### config.mk
export PLATFORM = sky130hd
export DESIGN_NAME = os_array_ctrl
export DESIGN_NICKNAME = d
export VERILOG_FILES = /design/src/rtl/os_ctrl_pkg.sv /design/src/rtl/os_skew_gen.sv /design/src/rtl/os_array_ctrl.sv
export SDC_FILE = /design/constraint.sdc
export NUM_CORES = 1
export LEC_CHECK = 0
export CAP_MARGIN = 20
export CORE_MARGIN = 2
export CORE_UTILIZATION = 50
export CTS_BUF_LIST = sky130_fd_sc_hd__clkbuf_16
export DETAILED_ROUTE_END_ITERATION = 12
export PLACE_DENSITY_LB_ADDON = 0.3
export SLEW_MARGIN = 40
export SYNTH_ARGS = -nofsm -noshare
export SYNTH_HDL_FRONTEND = slang
export SYNTH_HIERARCHICAL = 1
export SYNTH_SLANG_ARGS = --single-unit
### constraint.sdc
create_clock -name clk -period 10.98 [get_ports clk]
set_input_delay 2.196 -clock clk [delete_from_list [all_inputs] [get_ports clk]]
set_output_delay 2.196 -clock clk [all_outputs]
set_load 0.02 [all_outputs]
### src/rtl/os_ctrl_pkg.sv
// Shared types and helpers for the output-stationary array sequencer.
// Holds the FSM state enum, counter sizing and default geometry.
package os_ctrl_pkg;

   localparam int DEF_N  = 4;
   localparam int DEF_KW = 8;

   typedef enum logic [2:0] {
      S_IDLE,
      S_CLEAR,
      S_FEED,
      S_DRAIN,
      S_DONE
   } state_t;

   // Feed counter width: covers k_len + 2N - 2 without wrapping.
   function automatic int cnt_w(input int n, input int kw);
      return kw + $clog2(2 * n) + 1;
   endfunction

endpackage

### src/rtl/os_skew_gen.sv
// Skewed operand-buffer enable/address generator for one array edge.
// Lane g is live for g <= t < g + k_len and reads index t - g.
module os_skew_gen
   import os_ctrl_pkg::*;
#(
   parameter int N  = DEF_N,
   parameter int KW = DEF_KW,
   parameter int CW = cnt_w(N, KW)
) (
   input  logic [CW-1:0]   t,
   input  logic [KW-1:0]   k_len,
   output logic [N-1:0]    en,
   output logic [N*KW-1:0] addr
);

   for (genvar g = 0; g < N; g++) begin : g_lane
      localparam logic [CW-1:0] IDX = CW'(g);
      logic [CW-1:0] w_hi;
      logic [CW-1:0] w_off;

      assign w_hi  = IDX + CW'(k_len);
      assign w_off = t - IDX;
      assign en[g] = (t >= IDX) && (t < w_hi);
      assign addr[g*KW +: KW] = en[g] ? w_off[KW-1:0] : '0;
   end

endmodule

### src/rtl/os_array_ctrl.sv
// Sequencer for an NxN output-stationary systolic array.
// Clears, feeds skewed operands over K, then drains result rows.
module os_array_ctrl
   import os_ctrl_pkg::*;
#(
   parameter int N  = DEF_N,
   parameter int KW = DEF_KW
) (
   input  logic                 clk,
   input  logic                 rstn,
   input  logic                 start,
   input  logic [KW-1:0]        k_len,
   output logic                 busy,
   output logic                 done,
   output logic                 rstnPipe,
   output logic                 rstnPsum,
   output logic [N-1:0]         a_en,
   output logic [N*KW-1:0]      a_addr,
   output logic [N-1:0]         b_en,
   output logic [N*KW-1:0]      b_addr,
   output logic                 res_valid,
   output logic [$clog2(N)-1:0] res_row
);

   localparam int CW = cnt_w(N, KW);
   localparam int RW = $clog2(N);

   state_t        r_state;
   state_t        w_next;
   logic [CW-1:0] r_t;
   logic [RW-1:0] r_row;
   logic [KW-1:0] r_k;
   logic          r_rst;

   logic          w_accept;
   logic [CW-1:0] w_f_last;
   logic [KW-1:0] w_k_eff;

   assign w_accept = start &&
                     (r_state == S_IDLE || r_state == S_DONE);
   assign w_f_last = CW'(r_k) + CW'(2 * N - 3);
   // Zero K outside FEED so every lane reads as disabled.
   assign w_k_eff  = (r_state == S_FEED) ? r_k : '0;

   // State register.
   always_ff @(posedge clk) begin
      if (!rstn) r_state <= S_IDLE;
      else       r_state <= w_next;
   end

   // Feed/drain counters, latched K and reset-seen flag.
   always_ff @(posedge clk) begin
      if (!rstn) begin
         r_t   <= '0;
         r_row <= '0;
         r_k   <= '0;
         r_rst <= 1'b1;
      end else begin
         r_rst <= 1'b0;
         if (w_accept) r_k <= k_len;
         r_t   <= (r_state == S_FEED)  ? r_t + CW'(1)   : '0;
         r_row <= (r_state == S_DRAIN) ? r_row + RW'(1) : '0;
      end
   end

   // Next-state decode.
   always_comb begin
      w_next = r_state;
      unique case (r_state)
         S_IDLE:  w_next = start ? S_CLEAR : S_IDLE;
         S_CLEAR: w_next = (r_k != '0) ? S_FEED : S_DRAIN;
         S_FEED:  if (r_t == w_f_last) w_next = S_DRAIN;
         S_DRAIN: if (r_row == RW'(N - 1)) w_next = S_DONE;
         S_DONE:  w_next = start ? S_CLEAR : S_IDLE;
         default: w_next = S_IDLE;
      endcase
   end

   // Output decode from registered state only.
   always_comb begin
      busy      = 1'b0;
      done      = 1'b0;
      rstnPipe  = 1'b0;
      rstnPsum  = !r_rst;
      res_valid = 1'b0;
      res_row   = '0;
      unique case (r_state)
         S_IDLE:  ;
         S_CLEAR: begin
            busy     = 1'b1;
            rstnPsum = 1'b0;
         end
         S_FEED: begin
            busy     = 1'b1;
            rstnPipe = 1'b1;
         end
         S_DRAIN: begin
            busy      = 1'b1;
            res_valid = 1'b1;
            res_row   = r_row;
         end
         S_DONE:  done = 1'b1;
         default: ;
      endcase
   end

   os_skew_gen #(.N(N), .KW(KW), .CW(CW)) u_skew_a (
      .t     (r_t),
      .k_len (w_k_eff),
      .en    (a_en),
      .addr  (a_addr)
   );

   os_skew_gen #(.N(N), .KW(KW), .CW(CW)) u_skew_b (
      .t     (r_t),
      .k_len (w_k_eff),
      .en    (b_en),
      .addr  (b_addr)
   );

endmodule

# Yosys cells after proc, flatten, opt, wreduce, memory -nomap -nowiden
# Cells that the tools add are included.
# totals
regBits	26
out_inout_bits	79
word_cells	61
# classes
n_addsub	9
magnitude_cmp	8
eq_ne	8
muxes	17
reduce_logical	14
# ops
operator	count
$mux 8	5
$lt 12x9->1	3
$ge 12x1->1 const B	2
$ge 12x2->1 const B	2
$add 2x8->9 const A	2
$sub 8x2->8 const B	2
$add 12x1->12 const B	1
$eq 12x9->1	1
$lt 12x8->1	1
$pmux 3 s4	1
$add 1x8->9 const A	1
$add 8x3->9 const B	1
$mux 1	8
$reduce_bool 8->1	1
$sub 8x1->8 const B	1
$eq 3x2->1 const B	2
$mux 3	2
$reduce_and 2->1	3
$logic_and 1x1->1	5
$ne 2x1->1 const B	2
$eq 3x1->1 const B	1
$eq 3x3->1 const B	1
$logic_not 3->1	1
$reduce_or 3->1	1
6 further kinds	6

# Depth between registers and ports, before layout
# logic_depth
depth_word	6
depth_mapped	15

# Hierarchy
# Netlist, hierarchy kept.
# by_module_without_submodules
module	n_inst	cells_each	area_each_um2
os_skew_gen	2	236	1650.3
os_array_ctrl	1	155	1331.3

# Worst setup path after synthesis
# No wires, ideal clock.
# synth_path
path_type	flip-flop to output port
start	reg r_state[1]
end	out a_addr[26]
arrival_time_ns	3.749
setup_slack_ns	5.035
stages_incl_launch_ff	15
cell_sequence	dfxtp_1 > nor2b_1 > nor2b_1 > clkbuf_1 > and2_1 > inv_1 > ha_1 > a21oi_1 > nor3_1 > xnor2_1 > ha_1 > and3_1 > a221oi_1 > o211ai_1 > nor2_1
# synth_via
elab_chain_cells	6
# synth_rtl
element	line	text
start, declared	os_array_ctrl.sv:28	state_t r_state;
start signal, assigned	os_array_ctrl.sv:48	else r_state <= w_next;
$eq 3x2->1	os_array_ctrl.sv:43	assign w_k_eff = (r_state == S_FEED) ? r_k : '0;
$mux 8	os_array_ctrl.sv:43	
named net w_k_eff[1]	os_array_ctrl.sv:37	logic [KW-1:0] w_k_eff;
$add 2x8->9	os_skew_gen.sv:21	assign w_hi = IDX + CW'(k_len);
$lt 12x9->1	os_skew_gen.sv:23	assign en[g] = (t >= IDX) && (t < w_hi);
$logic_and 1x1->1	os_skew_gen.sv:23	
$mux 8	os_skew_gen.sv:24	assign addr[g*KW +: KW] = en[g] ? w_off[KW-1:0] : '0;
end, declared	os_array_ctrl.sv:18	output logic [N*KW-1:0] a_addr,
# The timed path passes the listed nets, and every way through them passes these cells.

# Worst setup path after layout
# layout_path
start	reg r_state[1]
end	out b_addr[28]
# layout_via
elab_chain_cells	6
# layout_rtl
element	line	text
$eq 3x2->1	os_array_ctrl.sv:43	
$mux 8	os_array_ctrl.sv:43	
named net w_k_eff[2]	os_array_ctrl.sv:37	
$add 2x8->9	os_skew_gen.sv:21	
$lt 12x9->1	os_skew_gen.sv:23	
$logic_and 1x1->1	os_skew_gen.sv:23	
$mux 8	os_skew_gen.sv:24	
end, declared	os_array_ctrl.sv:20	output logic [N*KW-1:0] b_addr,
# The timed path passes the listed nets, and every way through them passes these cells.

==> results.cfg <==
[status]
status = finished, final reports clean

[worst_setup_path]
arrival_ns = 5.14
start_kind = flop
required_ns = 8.78
critPathSlowestCell = nor2b_1
path_cells = nor2b_1, nor2b_1, and2_1, inv_1, nor3_1, and3_1, nand2b_1, ha_1, or4_1, a221oi_1, o211ai_1, clkbuf_2, nor2_1, clkdlybuf4s50_1
cp_max_fo = 14
cp_common_cell = nor2b_1
end_kind = output port
max_stage_delay_ns = 0.63
crit_type = flop to output port

[routing]
routed_wl_mm = 13.4
firstDrtPassIters = 5
drt-initial-drc-count = 284
drt-wirelength-per-cell_um = 16.4
postRouteAntennaNets = 0
via_count = 4746
drc = 0
via_per_inst = 5.81

[pwr]
leakage_nw = 2.61
powerDensity_mw_per_mm2 = 66.4
ir_worst_vdd_mv = 0.0762

[clock_network]
cts.path.max_buffers = 2
cts_tree = built
numCtsBuffers = 3
post_cts_buffers = 0
clkSinkCount = 26
postCtsHoldBufs = 0
clk_pin_slew_ns = 0.06
clock_latency_ns = 0.26
root_buffer = clkbuf_16
ctsResizeCount = 0
htree_num_levels = 1

[synth]
avgSynthCellArea_um2 = 7.39
syn_area_mm2 = 0.00463
synth_top_family_by_area = simple AND/OR/NAND/NOR gates
synth-edff-count = 0
ys_seq_area_frac = 0.112
synth_simple_gate_area_frac = 0.272
synth_xor_area_frac = 0.166
synth_compound_area_frac = 0.147
synth_nets = 726
synthAdderAreaFrac = 0.238
netlist_instances = 627
ys_types = 52
yosysWarnings = 6
async_flop_share = 0
synth.ff_latch_count = 26
ys.flop_type = dfxtp_1
muxShareOfSynthArea = 0.0130

[floorplan]
rows = 35
die_h_um = 100
dieWidth_um = 100
ios = 90
die_area_mm2 = 0.0101
start_util = 0.509
core_area_mm2 = 0.00911

[global_routing]
grt-ovfl-total = 0
grt_pass1_wl_mm = 22.1
grt.total_usage = 0.267
grt_max_degree = 27
grt_pass1_vias = 4557
antenna_found_initial = 0

[sta]
finalSetupTns_ns = 0
skew_ns = 0.00373
fin_crit_sh = 0.668
setup_viol = 0
tightest_slew_ns = 0.816
timing.fmax_mhz = 136
slew_headroom = 0.455
rsz0062_at_grt = false
min_period_ns = 7.33
drv_slew = 0
hold_violations = 0

[job]
cap_violations = 0

[placed_design]
io_buffers = 89
gp_congestion = 0.983
post-dp-hpwl_mm = 9.83
placed_area_mm2 = 0.00564
dp.cells = 812

[cells_and_area]
num_antenna_cells = 0
final.fill_count = 813
fin_nets = 806
final_cell_area_mm2 = 0.00575
layout-drive-gt1-share = 0.0411
area_growth_syn_to_layout_pct = 24.0
final_cells = 817

[worst_hold_path]
min_path_type = flop to flop
-- critical path, delay by kind of cell (launching register included) --
family          cells  cell delay (ns)
compound gates      2             0.53
buf+inv             3             1.03
fa+ha+maj           1             0.18
simple gates        8             2.75
flops               1             0.38
-- cell usage after synthesis (all sizes together), types with 3 or more instances --
master	n	share of area
nand3	18	0.019
a21oi	36	0.039
nand2b	4	0.0054
mux2i	6	0.013
or3	3	0.0062
and2	11	0.015
a21o	6	0.0097
or4	6	0.011
nor3	26	0.028
dfxtp	26	0.11
and3	10	0.014
nand4	9	0.012
o21a	4	0.0065
a2111oi	4	0.016
nor2	89	0.072
a311o	3	0.0065
xor2	31	0.059
buf	11	0.0097
and4	4	0.0076
inv	38	0.031
nor4b	3	0.0057
xnor2	56	0.11
o21ai	16	0.020
nand2	68	0.055
ha	88	0.24
nor4	9	0.012
a21boi	4	0.0065
a311oi	3	0.0057
clkbuf	13	0.011
o211ai	3	0.0049
-- where the power goes --
group          total (mW)  switching, mW  leakage, nW  internal, mW
Sequential          0.109        0.00887        0.212        0.0997
Combinational       0.168         0.0932         2.35        0.0752
Clock               0.105         0.0322       0.0511        0.0725
Total               0.382          0.134         2.61         0.247
-- metrics by stage --
| stage | utilization | total power [mW] | hold slack (ns) | worst slack (ns) |
|---|---|---|---|---|
| after floorplan | - | 0.217 | 0.409 | 5.03 |
| after global placement | 0.619 | 0.274 | 0.400 | 4.12 |
| after detailed placement | 0.619 | 0.277 | 0.413 | 3.97 |
| after CTS | 0.630 | 0.383 | 0.422 | 3.66 |
| after global routing | 0.631 | 0.403 | 0.445 | 3.23 |
| final | 0.631 | 0.382 | 0.422 | 3.65 |
-- kinds of logic (layout without fill, tap and decap cells) --
| family | count (synthesis) | after routing |
|---|---|---|
| AO/OA/AOI/OAI | 92 | 92 |
| XOR/XNOR | 87 | 87 |
| adder cells (fa/ha/maj) | 88 | 88 |
| buffers and inverters | 63 | 142 |
| flip-flops | 26 | 26 |
| multiplexers | 6 | 6 |
| AND/OR/NAND/NOR | 265 | 265 |
-- sequential cells by signal (all words and copies together), names as in the netlist --
| name | cells |
|---|---|
| r_k | 8 |
| r_row | 2 |
| r_rst | 1 |
| r_state | 3 |
| r_t | 12 |
-- layer usage --
metal | part of all wire | GRT usage | up-vias
met2 | 0.48 | 0.451 | 154
met3 | 0.052 | 0.0202 | 21
met5 | 0 | 0 | -
met1 | 0.45 | 0.369 | 2232
met4 | 0.014 | 0.0632 | 0
li1 | - | - | 2339
-- placed cells by master, fill, tap and decap left out, types with 18 or more instances in the layout --
cell type	instances
dfxtp_1	26
nand2_1	68
xnor2_1	55
nor2_1	89
nand3_1	18
clkdlybuf4s50_1	89
xor2_1	31
inv_1	34
a21oi_1	36
ha_1	88
nor3_1	26
-- final cells by class --
| type | count | area [µm²] | area share |
|---|---|---|---|
| Inverter | 39 | 146 | 0.0255 |
| Tap cell | 111 | 139 | 0.0242 |
| Timing Repair Buffer | 99 | 963 | 0.168 |
| Sequential cell | 26 | 520 | 0.0906 |
| Clock buffer | 3 | 75.1 | 0.0131 |
| Multi-Input combinational cell | 538 | 3870 | 0.674 |
| Clock inverter | 1 | 30.0 | 0.00523 |
-- final timing paths --
path,startpoint,slack [ns],cells past startpoint,end
max,r_state[1],3.65,14,b_addr[28]
min,r_t[0],0.42,1,r_t[0]
max reg2reg,r_t[4],8.72,5,r_state[0]
min reg2reg,r_t[0],0.42,1,r_t[0]
Power figures use the tool's default switching activity.
